## config.mk

```make
export PLATFORM = sky130hd
export DESIGN_NAME = wb_stage
export DESIGN_NICKNAME = d
export VERILOG_FILES = /design/src/rtl/wb_stage_pkg.sv /design/src/rtl/wb_stage_lsu_align.sv /design/src/rtl/wb_stage.sv
export SDC_FILE = /design/constraint.sdc
export NUM_CORES = 1
export LEC_CHECK = 0
export ABC_CLOCK_PERIOD_IN_PS = 9800
export CORE_ASPECT_RATIO = 0.8
export CORE_MARGIN = 3
export CORE_UTILIZATION = 30
export DETAILED_ROUTE_END_ITERATION = 6
export GPL_ROUTABILITY_DRIVEN = 0
export GPL_TIMING_DRIVEN = 0
export SLEW_MARGIN = 30
export SYNTH_ARGS = -nofsm -noshare
export SYNTH_HDL_FRONTEND = slang
export SYNTH_HIERARCHICAL = 1
export SYNTH_SLANG_ARGS = --single-unit
```

## constraint.sdc

```tcl
create_clock -name clk -period 9.8 [get_ports clk]
set_input_delay 1.96 -clock clk [delete_from_list [all_inputs] [get_ports clk]]
set_output_delay 1.96 -clock clk [all_outputs]
set_load 0.02 [all_outputs]
```

## src/rtl/wb_stage_pkg.sv

```systemverilog
// Shared instruction encodings for the core: major opcodes and load/store widths.
// Also holds the small decode helper the writeback stage uses.
package wb_stage_pkg;

    localparam logic [6:0] OPC_LUI         = 7'b0110111;
    localparam logic [6:0] OPC_IMM_REG_ALU = 7'b0010011;
    localparam logic [6:0] OPC_REG_REG_ALU = 7'b0110011;
    localparam logic [6:0] OPC_LOAD        = 7'b0000011;
    localparam logic [6:0] OPC_STORE       = 7'b0100011;

    localparam logic [2:0] F3_LB  = 3'b000;
    localparam logic [2:0] F3_LH  = 3'b001;
    localparam logic [2:0] F3_LW  = 3'b010;
    localparam logic [2:0] F3_LBU = 3'b100;
    localparam logic [2:0] F3_LHU = 3'b101;
    localparam logic [2:0] F3_SB  = 3'b000;
    localparam logic [2:0] F3_SH  = 3'b001;
    localparam logic [2:0] F3_SW  = 3'b010;

    function automatic logic writes_rf(input logic [6:0] opcode);
        return (opcode == OPC_LUI) || (opcode == OPC_IMM_REG_ALU) ||
               (opcode == OPC_REG_REG_ALU) || (opcode == OPC_LOAD);
    endfunction

endpackage

```

## src/rtl/wb_stage_lsu_align.sv

```systemverilog
// Byte-lane steering for data-memory accesses: store enables/lane shift,
// load extraction with sign/zero extension, and the alignment/width check.
module lsu_align
    import wb_stage_pkg::*;
#(
    parameter int unsigned BITSIZE = 32
) (
    input  logic [1:0]         addr_i,
    input  logic [2:0]         funct3_i,
    input  logic [6:0]         opcode_i,
    input  logic [BITSIZE-1:0] wdata_i,
    input  logic [BITSIZE-1:0] rdata_i,
    output logic [3:0]         be_o,
    output logic [BITSIZE-1:0] wdata_o,
    output logic [BITSIZE-1:0] rdata_o,
    output logic               misaligned_o
);

    logic [BITSIZE-1:0] byte_sh;
    logic [BITSIZE-1:0] half_sh;
    logic [7:0]         rbyte;
    logic [15:0]        rhalf;

    assign byte_sh = rdata_i >> {addr_i, 3'b000};
    assign half_sh = rdata_i >> {addr_i[1], 4'b0000};
    assign rbyte   = byte_sh[7:0];
    assign rhalf   = half_sh[15:0];

    always_comb begin
        be_o         = '0;
        wdata_o      = wdata_i;
        rdata_o      = rdata_i;
        misaligned_o = 1'b0;
        if (opcode_i == OPC_LOAD) begin
            case (funct3_i)
                F3_LB:   rdata_o = {{(BITSIZE-8){rbyte[7]}}, rbyte};
                F3_LBU:  rdata_o = {{(BITSIZE-8){1'b0}}, rbyte};
                F3_LH: begin
                    misaligned_o = addr_i[0];
                    rdata_o      = {{(BITSIZE-16){rhalf[15]}}, rhalf};
                end
                F3_LHU: begin
                    misaligned_o = addr_i[0];
                    rdata_o      = {{(BITSIZE-16){1'b0}}, rhalf};
                end
                F3_LW:   misaligned_o = (addr_i != 2'b00);
                default: misaligned_o = 1'b1;
            endcase
        end else if (opcode_i == OPC_STORE) begin
            case (funct3_i)
                F3_SB: begin
                    be_o    = 4'b0001 << addr_i;
                    wdata_o = wdata_i << {addr_i, 3'b000};
                end
                F3_SH: begin
                    misaligned_o = addr_i[0];
                    be_o         = 4'b0011 << {addr_i[1], 1'b0};
                    wdata_o      = wdata_i << {addr_i[1], 4'b0000};
                end
                F3_SW: begin
                    misaligned_o = (addr_i != 2'b00);
                    be_o         = 4'hF;
                end
                default: misaligned_o = 1'b1;
            endcase
        end
    end

endmodule

```

## src/rtl/wb_stage.sv

```systemverilog
// Writeback stage: accepts one executed instruction from EX, performs the
// optional data-memory access, writes the register file and counts retirements.
module wb_stage
    import wb_stage_pkg::*;
#(
    parameter int unsigned BITSIZE = 32
) (
    input  logic               clk,
    input  logic               resetn_i,
    input  logic               EX_WB_give_i,
    output logic               WB_EX_get_o,
    input  logic [31:0]        EX_WB_instruction_i,
    input  logic [BITSIZE-1:0] EX_WB_d_i,
    input  logic [BITSIZE-1:0] EX_WB_rs2_i,
    output logic               WB_MEM_req_o,
    output logic               WB_MEM_we_o,
    output logic [BITSIZE-1:0] WB_MEM_addr_o,
    output logic [3:0]         WB_MEM_be_o,
    output logic [BITSIZE-1:0] WB_MEM_wdata_o,
    input  logic               MEM_WB_gnt_i,
    input  logic               MEM_WB_rvalid_i,
    input  logic [BITSIZE-1:0] MEM_WB_rdata_i,
    output logic               WB_RF_we_o,
    output logic [4:0]         WB_RF_rd_o,
    output logic [BITSIZE-1:0] WB_RF_d_o,
    output logic               WB_misaligned_o,
    output logic [31:0]        WB_instret_o
);

    typedef enum logic [1:0] {GET_INSTR, MEM_REQ, MEM_WAIT, WRITE_BACK} state_e;

    state_e             state_q;
    logic [6:0]         opc_q;
    logic [2:0]         f3_q;
    logic [4:0]         rd_q;
    logic [BITSIZE-1:0] d_q;
    logic [BITSIZE-1:0] rs2_q;
    logic [BITSIZE-1:0] rdata_q;
    logic               mis_q;
    logic [31:0]        instret_q;

    logic               transfer;
    logic               in_is_mem;
    logic [1:0]         lsu_addr;
    logic [2:0]         lsu_f3;
    logic [6:0]         lsu_opc;
    logic [3:0]         lsu_be;
    logic [BITSIZE-1:0] lsu_wdata;
    logic [BITSIZE-1:0] lsu_rdata;
    logic               lsu_mis;
    logic               unused_instr_bits;

    assign unused_instr_bits = ^EX_WB_instruction_i[31:15];

    assign WB_EX_get_o = (state_q == GET_INSTR) && resetn_i;
    assign transfer    = EX_WB_give_i && WB_EX_get_o;
    assign in_is_mem   = (EX_WB_instruction_i[6:0] == OPC_LOAD) ||
                         (EX_WB_instruction_i[6:0] == OPC_STORE);

    // One aligner serves both phases: the incoming instruction while idle (for the
    // alignment check at capture), the captured one during access and writeback.
    always_comb begin
        if (state_q == GET_INSTR) begin
            lsu_addr = EX_WB_d_i[1:0];
            lsu_f3   = EX_WB_instruction_i[14:12];
            lsu_opc  = EX_WB_instruction_i[6:0];
        end else begin
            lsu_addr = d_q[1:0];
            lsu_f3   = f3_q;
            lsu_opc  = opc_q;
        end
    end

    lsu_align #(.BITSIZE(BITSIZE)) u_lsu_align (
        .addr_i       (lsu_addr),
        .funct3_i     (lsu_f3),
        .opcode_i     (lsu_opc),
        .wdata_i      (rs2_q),
        .rdata_i      (rdata_q),
        .be_o         (lsu_be),
        .wdata_o      (lsu_wdata),
        .rdata_o      (lsu_rdata),
        .misaligned_o (lsu_mis)
    );

    always_ff @(posedge clk or negedge resetn_i) begin
        if (!resetn_i) begin
            state_q   <= GET_INSTR;
            opc_q     <= '0;
            f3_q      <= '0;
            rd_q      <= '0;
            d_q       <= '0;
            rs2_q     <= '0;
            rdata_q   <= '0;
            mis_q     <= 1'b0;
            instret_q <= '0;
        end else begin
            case (state_q)
                GET_INSTR: begin
                    if (transfer) begin
                        opc_q <= EX_WB_instruction_i[6:0];
                        f3_q  <= EX_WB_instruction_i[14:12];
                        rd_q  <= EX_WB_instruction_i[11:7];
                        d_q   <= EX_WB_d_i;
                        rs2_q <= EX_WB_rs2_i;
                        mis_q <= lsu_mis;
                        state_q <= (in_is_mem && !lsu_mis) ? MEM_REQ : WRITE_BACK;
                    end
                end
                MEM_REQ: begin
                    if (MEM_WB_gnt_i) state_q <= MEM_WAIT;
                end
                MEM_WAIT: begin
                    if (MEM_WB_rvalid_i) begin
                        rdata_q <= MEM_WB_rdata_i;
                        state_q <= WRITE_BACK;
                    end
                end
                WRITE_BACK: begin
                    instret_q <= instret_q + 32'd1;
                    state_q   <= GET_INSTR;
                end
                default: state_q <= GET_INSTR;
            endcase
        end
    end

    assign WB_MEM_req_o   = (state_q == MEM_REQ);
    assign WB_MEM_we_o    = WB_MEM_req_o && (opc_q == OPC_STORE);
    assign WB_MEM_addr_o  = WB_MEM_req_o ? {d_q[BITSIZE-1:2], 2'b00} : '0;
    assign WB_MEM_be_o    = WB_MEM_we_o ? lsu_be : '0;
    assign WB_MEM_wdata_o = WB_MEM_we_o ? lsu_wdata : '0;

    assign WB_RF_we_o      = (state_q == WRITE_BACK) && writes_rf(opc_q) &&
                             (rd_q != 5'd0) && !mis_q;
    assign WB_RF_rd_o      = rd_q;
    assign WB_RF_d_o       = (opc_q == OPC_LOAD) ? lsu_rdata : d_q;
    assign WB_misaligned_o = (state_q == WRITE_BACK) && mis_q;
    assign WB_instret_o    = instret_q;

endmodule

```

==> results.ini, run 1 <==
[run_status]
status=completed

[yosys]
syn_area_sq_mm=0.00847
yosysMostFrequentCell=mux2_2
synthAdderAreaFrac=0.00886
synth_top_family_by_area=multiplexers
synth_compound_gate_area_share=0.108
yosys.area_share.simple=0.158
ys_warn_count=6
syn_area_per_cell_sq_um=11.1
synth-seq-cells=146
synth.distinct_cells=67
synth_edf_count=0
synth_xor_xnor_area_share=0.0321
yosysTopAreaCell=dfrtp_1
synth_top_area_frac=0.431
seq_area_frac_synth=0.431
ys_top_cells_by_area=dfrtp_1, mux2_2, and2_1
synthMuxAreaShare=0.224
netlist_instances=763
async_reset_ff_frac=1.00
yosys-top-cells-count=mux2_2, dfrtp_1, and2_1
synth_ff_type=dfrtp_1

[die]
die_y_microns=156
core_area_sq_mm=0.0275
rows=54
fp.dieArea_sq_mm=0.0303
start_util=0.308
dieWidth_microns=194
ioPinCount=275

[layout]
layout-drive-gt1-share=0.221
area_delta_synth_final_pct=43.5
final_util=0.442
nets=1178

[hold_path]
hp-class=flip-flop to flip-flop

[sta]
maxSlewHeadroom=0.371
post-route-period-util=0.742
slew_viol_final=0
hold_ws_ps=472
tightest_slew_ps=934
min_period_ps=7270
hold_viol_final=0
fin_tns_setup_ps=0
worst_slack_ps=2530
worst_clock_skew_ps=7.91
fmax_ghz=0.138
rsz0062_at_grt=no
setup_viol=0

[clocking]
tritoncts=built
cts_setup_buffers=0
clock_path_buffers=2
cts-buffers-inserted=17
clk_pin_slew_ps=60
insertion_delay_ps=420
cts.sinks=146
ctsResizeCount=0
htreeDepth=4
cts-root-buf=clkbuf_16
hold_buffers=0

[run]
maxCapViolations=0

[placement]
place_ws_ps=2630
port_buffers=255
dp_hpwl_microns=22100

[grt]
grt_overflow=0
antenna_found_initial=1
grt_pass1_wl_microns=43600
grtUsageTotal=0.188
grt_max_degree=76
grt_pass1_vias=6972

[worst_setup_path]
cp-end-kind=output port
path_buf_inv=4
cp-start-kind=input port
cp_slowest_cell=nor4_1
cp.arrival_ps=5310
cp_data_required_time_ps=7840
path_cells=clkdlybuf4s50_1, mux2_2, nor4_1, and2_1, buf_2, buf_4, nor2_1, a221oi_1, mux2_2, clkdlybuf4s50_1
path_class=input port to output port
cp_top_family=buffers and inverters
cp_slowest_stage_delay_ps=610
crit_fanout=10

[drt]
postRouteWirelength_microns=28800
via_count=7106
drtPass1Iterations=6
wl_met2_microns=12600
vias_per_cell=5.02
remaining_drc_errors=0
met1_length_microns=13800
drtIter0Drc=563
ant_nets=0
routed-wl-met3_microns=2040
wl_per_cell_microns=20.3
top_layer=met4

[power_and_ir_drop]
peakVddDrop_uv=139
p_leak_uw=0.00496
power_density_mw_per_mm2=295

-- sequential cells by signal (all words and copies together) (netlist names) --
signal	cells
opc_q	7
d_q	32
f3_q	3
WB_RF_rd_o	5
mis_q	1
state_q	2
WB_instret_o	32
rdata_q	32
rs2_q	32
-- final timing paths --
path | cells past startpoint | from | end | slack (ps)
setup / recovery | 10 | EX_WB_instruction_i[13] | WB_RF_d_o[5] | 2530
hold / removal | 1 | WB_instret_o[31]$_DFFE_PN0N_ | WB_instret_o[31]$_DFFE_PN0N_ | 470
setup reg to reg | 12 | state_q[1]$_DFFE_PN0P_ | state_q[1]$_DFFE_PN0P_ | 6220
hold reg to reg | 1 | WB_instret_o[31]$_DFFE_PN0N_ | WB_instret_o[31]$_DFFE_PN0N_ | 470
max in group asynchronous | 2 | resetn_i | d_q[30]$_DFFE_PN0P_ | 7420
min in group asynchronous | 1 | resetn_i | d_q[10]$_DFFE_PN0P_ | 1520
-- worst register-to-register path, stage by stage (launching register included) --
cell and delay, ps:
dfrtp_1 400, inv_1 130, ha_1 160, clkbuf_1 330, clkbuf_1 540, mux2_2 470, clkbuf_1 250, a221o_2 360
nand3_1 90, a21oi_1 80, or4_1 430, o22ai_1 140, mux2i_1 90
-- cells in the final DEF, fill, tap and decap left out, drive strengths merged, types with 12 or more instances in the layout --
| cell type | instances |
|---|---|
| nand4 | 12 |
| nand3 | 18 |
| clkdlybuf4s50 | 254 |
| o21ai | 14 |
| dfrtp | 146 |
| and2 | 80 |
| a21oi | 23 |
| a22oi | 15 |
| o21a | 16 |
| o22ai | 20 |
| buf | 24 |
| xnor2 | 21 |
| nand2 | 30 |
| nor2 | 40 |
| clkbuf | 48 |
| mux2 | 157 |
-- report_power, final --
group | internal, uW | switching, uW
Combinational | 900 | 853
Clock | 457 | 260
Sequential | 854 | 265
-- layout make-up --
type	count	area [sq um]
fillers	2657	15300
diodes	1	2.50
repair buffers	256	2580
inverters	9	33.8
clock buffers	21	450
plain buffers	50	277
multi-input cells	559	4520
clock inverters	10	183
well taps	364	455
flip-flops and latches	146	3650
-- routing by layer --
layer / up-vias / track usage
li1: 3330 / -
met1: 3477 / 0.273
met2: 281 / 0.284
met3: 18 / 0.0422
met4: 0 / 0.0475
met5: - / 0
-- stage by stage --
stage               cells  power [uW]  area, sq um
global placement     1383        2850        11500
finish               1416        3590        12200
floorplan             764        2200         8470
global route         1416        3800        12200
detailed placement   1384        2870        11500
CTS                  1415        3610        12100
-- cell families (layout without fill, tap and decap cells) --
logic type / Yosys count / after routing
other cells: 1 / 3
compound gates: 127 / 127
xor+xnor: 31 / 31
fa+ha+maj: 6 / 6
simple gates: 224 / 224
mux: 169 / 169
buf+inv: 59 / 346
flops: 146 / 146
No activity file was read; power rests on OpenSTA's default activity.
==> inputs of run 2 (changes only) <==
--- a/config.mk
+++ b/config.mk
@@ -5,7 +5,7 @@
 export SDC_FILE = /design/constraint.sdc
 export NUM_CORES = 1
 export LEC_CHECK = 0
-export ABC_CLOCK_PERIOD_IN_PS = 9800
+export ABC_CLOCK_PERIOD_IN_PS = 6400
 export CORE_ASPECT_RATIO = 0.8
 export CORE_MARGIN = 3
 export CORE_UTILIZATION = 30
==> constraint.sdc (replaced) <==
create_clock -name clk -period 6.4 [get_ports clk]
set_input_delay 1.28 -clock clk [delete_from_list [all_inputs] [get_ports clk]]
set_output_delay 1.28 -clock clk [all_outputs]
set_load 0.02 [all_outputs]
==> run 2 against run 1 <==
Compared with the run above: worst setup slack worse by 2100 ps; global-route usage did not move; clock-buffer cell count did not move; clock power grew 54%; clock skew hardly changed; largest power group unchanged; wire length about the same; utilization is essentially flat.
==> results.ini, run 2 (synthesis gave the netlist of run 1 again) <==
[run_status]
status=completed

[layout]
area_delta_synth_final_pct=43.5
nets=1178
layout_commonest_cell=clkdlybuf4s50_1
final_cell_mix=clkdlybuf4s50_1, mux2_2, dfrtp_1
layout-drive-gt1-share=0.222

[grt]
grtUsageTotal=0.188
use_met1=0.273
grt_overflow=0
grt_pass1_wl_microns=43600
grtUsageMet3=0.0422
grt_max_degree=76
grt_pass1_vias=6972
antenna_found_initial=1
top_usage_layer=met2
met2_usage=0.284

[clocking]
clk_pin_slew_ps=60
htreeDepth=4
cts-root-buf=clkbuf_16
cts-buffers-inserted=17
ctsResizeCount=0
insertion_delay_ps=420
tritoncts=built
clock_path_buffers=2
hold_buffers=0
cts.sinks=146
cts_setup_buffers=0

[sta]
min_period_ps=5970
setup_viol=0
tightest_slew_ps=934
hold_viol_final=0
worst_clock_skew_ps=7.85
rsz0062_at_grt=no
fmax_ghz=0.168
post-route-period-util=0.933
maxSlewHeadroom=0.372
worst_slack_ps=430
slew_viol_final=0

[drt]
ant_nets=0
drtIter0Drc=565
vias_per_cell=5.03
via_count=7121
postRouteWirelength_microns=28800
remaining_drc_errors=0
drtPass1Iterations=5
wl_per_cell_microns=20.3

[power_and_ir_drop]
seq_power_share=0.312
swShare=0.384
peakVddDrop_uv=213
combPwrFrac=0.489
p_leak_uw=0.00496
power_density_mw_per_mm2=452
internal_power_uw=3390
clkPwrFrac=0.200
power.switching_uw=2110
power.total_uw=5490

[die]
ioPinCount=275
dieWidth_microns=194
die_y_microns=156
core_area_sq_mm=0.0275
rows=54
fp.dieArea_sq_mm=0.0303
start_util=0.308

[worst_setup_path]
reg2reg_to=state_q[1]$_DFFE_PN0P_
cp-start-kind=flip-flop
regToRegStartpoint=state_q[1]$_DFFE_PN0P_
crit_fanout=10
cp.arrival_ps=4690
cp-end-kind=output port
r2r_cells=12
r2r_setup_slack_ps=3030
path_class=flip-flop to output port
cp_data_required_time_ps=5120
critPathCapture=WB_RF_d_o[5]
critPathLaunch=state_q[1]$_DFFE_PN0P_

[placement]
port_buffers=255
dp_hpwl_microns=22100
place_ws_ps=588

[run]
maxCapViolations=0

[hold_path]
hp-class=flip-flop to flip-flop

run 2: area by class of cell:
class / instances / area (sq um)
inverters: 9 / 33.8
clock inverters: 10 / 183
flip-flops and latches: 146 / 3650
fillers: 2656 / 15300
diodes: 1 / 2.50
repair buffers: 256 / 2580
plain buffers: 50 / 278
well taps: 364 / 455
multi-input cells: 559 / 4520
clock buffers: 21 / 450
run 2: worst min path at each step:
stage                                       startpoint                           end  slack [ps]  depth (start not counted)
after floorplan                    f3_q[0]$_DFFE_PN0P_           f3_q[0]$_DFFE_PN0P_         480                          1
after global placement    WB_instret_o[31]$_DFFE_PN0N_  WB_instret_o[31]$_DFFE_PN0N_         470                          1
after detailed placement  WB_instret_o[31]$_DFFE_PN0N_  WB_instret_o[31]$_DFFE_PN0N_         470                          1
after CTS                 WB_instret_o[31]$_DFFE_PN0N_  WB_instret_o[31]$_DFFE_PN0N_         470                          1
after global routing      WB_instret_o[31]$_DFFE_PN0N_  WB_instret_o[31]$_DFFE_PN0N_         520                          1
final                     WB_instret_o[31]$_DFFE_PN0N_  WB_instret_o[31]$_DFFE_PN0N_         470                          1
run 2: through the flow:
stage	utilization	std cells	hold WS (ps)	setup TNS (ps)	cell area, sq um
after global placement	0.418	1383	466	-684550	11500
after detailed placement	0.419	1384	469	0	11500
after global routing	0.442	1416	517	0	12200
after floorplan	-	764	475	0	8470
after CTS	0.442	1415	475	0	12100
final	0.442	1416	472	0	12200
run 2: critical path: stages (launching register included):
cell	delay, ps
dfrtp_1	400
inv_1	130
ha_1	160
clkbuf_1	320
clkbuf_2	360
mux2_2	430
nor4_1	580
and2_1	200
buf_2	210
buf_4	230
nor2_1	60
a221oi_1	330
mux2_2	230
clkdlybuf4s50_1	610
run 2: power groups by stage:
stage	registers [uW]	logic, uW	clock network (uW)
detailed placement	1730	2670	0
global route	1770	2880	1170
CTS	1710	2690	1130
finish	1710	2680	1100
global placement	1710	2650	0
floorplan	1600	1760	0
run 2: routing by layer:
layer	share of wire	vias up	wire length, microns
met5	0	-	0
met2	0.44	281	12600
li1	-	3330	-
met1	0.48	3488	13800
met4	0.012	0	333
met3	0.071	22	2030
==> inputs of run 3 (changes only) <==
--- a/config.mk
+++ b/config.mk
@@ -7,7 +7,7 @@
 export LEC_CHECK = 0
 export ABC_CLOCK_PERIOD_IN_PS = 6400
 export CORE_ASPECT_RATIO = 0.8
-export CORE_MARGIN = 3
+export CORE_MARGIN = 2
 export CORE_UTILIZATION = 30
 export DETAILED_ROUTE_END_ITERATION = 6
 export GPL_ROUTABILITY_DRIVEN = 0
==> run 3 against run 2 <==
Compared with the run above: clock skew decreased by 0.93 ps; die area fell by 2.3%; critical path depth shrank 2; largest cell class unchanged; sequential share of layout area about the same; utilization is essentially flat; highest routed layer unchanged; final area about the same; register-to-register slack better by 30 ps.
==> results.ini, run 3 (synthesis gave the netlist of run 1 again) <==
[run_status]
status=completed

[worst_setup_path]
cp.depth=11
crit_fanout=10
path_buf_inv=5
path_cells=inv_1, ha_1, clkbuf_1, clkbuf_2, mux2_2, nor4_1, nand2_1, clkbuf_1, o31ai_1, mux2_2, clkdlybuf4s50_1
cp_data_required_time_ps=5120
cp-start-kind=flip-flop
cp_slowest_stage_delay_ps=670
reg2reg_to=state_q[1]$_DFFE_PN0P_
cp_top_family=buffers and inverters
cp_slowest_cell=nor4_1
path_class=flip-flop to output port
regToRegStartpoint=state_q[0]$_DFFE_PN0P_
cp-end-kind=output port
r2r_setup_slack_ps=3060
r2r_cells=12
cp.arrival_ps=4790

[power_and_ir_drop]
internal_power_uw=3370
seq_power_share=0.313
p_leak_uw=0.00495
peakVddDrop_uv=186
power.switching_uw=2110
combPwrFrac=0.489
clkPwrFrac=0.198
swShare=0.386
power_density_mw_per_mm2=451
power.total_uw=5480

[sta]
fmax_ghz=0.165
setup_viol=0
min_period_ps=6070
maxSlewHeadroom=0.427
hold_ws_ps=478
hold_viol_final=0
slew_viol_final=0
worst_clock_skew_ps=6.93
tightest_slew_ps=859
rsz0062_at_grt=no
post-route-period-util=0.949
worst_slack_ps=327

[clocking]
clock_path_buffers=2
tritoncts=built
ctsResizeCount=0
htreeDepth=4
cts-buffers-inserted=17
cts.sinks=146
cts_setup_buffers=0
cts-root-buf=clkbuf_16
hold_buffers=0
clk_pin_slew_ps=60
insertion_delay_ps=430

[drt]
wl_per_cell_microns=20.1
ant_nets=0
wl_met2_microns=12500
met1_length_microns=13200
routed-wl-met3_microns=2290
via_count=7196
remaining_drc_errors=0
vias_per_cell=5.09
postRouteWirelength_microns=28400
top_layer=met4
drtPass1Iterations=5
drtIter0Drc=466

[layout]
layout_commonest_cell=clkdlybuf4s50_1
nets=1178
final_cell_mix=clkdlybuf4s50_1, mux2_2, dfrtp_1
finalNonFillerCells=1415
area_delta_synth_final_pct=43.4
final_util=0.442
layout-drive-gt1-share=0.223
num-fill-cells=2625

[die]
fp.dieArea_sq_mm=0.0296
start_util=0.308
ioPinCount=275
dieWidth_microns=192
core_area_sq_mm=0.0275
die_y_microns=154
rows=54

[grt]
grt_pass1_wl_microns=44000
grt_max_degree=76
grt_pass1_vias=7309
grt_overflow=0
antenna_found_initial=1
grtUsageTotal=0.195

[run]
maxCapViolations=0

[placement]
port_buffers=255
dp_hpwl_microns=21600
place_ws_ps=496
post-place-cells=1384

[hold_path]
min_to=WB_instret_o[31]$_DFFE_PN0N_
holdPathStages=1
hp-class=flip-flop to flip-flop
min_from=WB_instret_o[31]$_DFFE_PN0N_

==> run 3: changes by cell type in the layout (fill, tap and decap cells not counted) <==
cell	change
inv_6	+1
clkbuf_8	+2
clkinvlp_4	+2
clkbuf_1	-2
clkinv_2	-1
bufinv_16	-1
clkinv_4	-2
==> run 3: power groups by stage <==
stage | Clock (uW) | Sequential (uW) | Combinational, uW
after detailed placement | 0 | 1730 | 2670
after global routing | 1160 | 1780 | 2890
final | 1080 | 1710 | 2680
after floorplan | 0 | 1600 | 1760
after global placement | 0 | 1720 | 2640
after CTS | 1110 | 1710 | 2680
==> run 3: metal layers <==
layer | vias up | track usage
met3 | 22 | 0.0413
li1 | 3331 | -
met4 | 0 | 0.0549
met5 | - | 0
met2 | 288 | 0.298
met1 | 3555 | 0.279
==> run 3: metrics by stage <==
stage	setup TNS, ps	instance area, sq um
after floorplan	0	8470
after detailed placement	0	11500
after global placement	-726440	11500
after global routing	0	12100
final	0	12100
after CTS	0	12100
==> run 3: worst max path at each step <==
stage | from | endpoint | slack, ps
floorplan | EX_WB_instruction_i[14] | WB_MEM_wdata_o[31] | 2020
global placement | resetn_i | d_q[18]$_DFFE_PN0P_ | -4350
detailed placement | EX_WB_instruction_i[13] | WB_RF_d_o[6] | 500
CTS | state_q[0]$_DFFE_PN0P_ | WB_RF_d_o[6] | 130
global route | state_q[0]$_DFFE_PN0P_ | WB_RF_d_o[6] | 50
finish | state_q[0]$_DFFE_PN0P_ | WB_RF_d_o[6] | 330
==> run 3: layout make-up <==
class / instances / area, sq um / area share
diodes: 1 / 2.50 / 0.000206
plain buffers: 50 / 278 / 0.0229
clock buffers: 21 / 470 / 0.0387
clock inverters: 9 / 154 / 0.0127
inverters: 9 / 33.8 / 0.00278
multi-input cells: 559 / 4520 / 0.372
flip-flops and latches: 146 / 3650 / 0.301
well taps: 364 / 455 / 0.0375
repair buffers: 256 / 2580 / 0.213
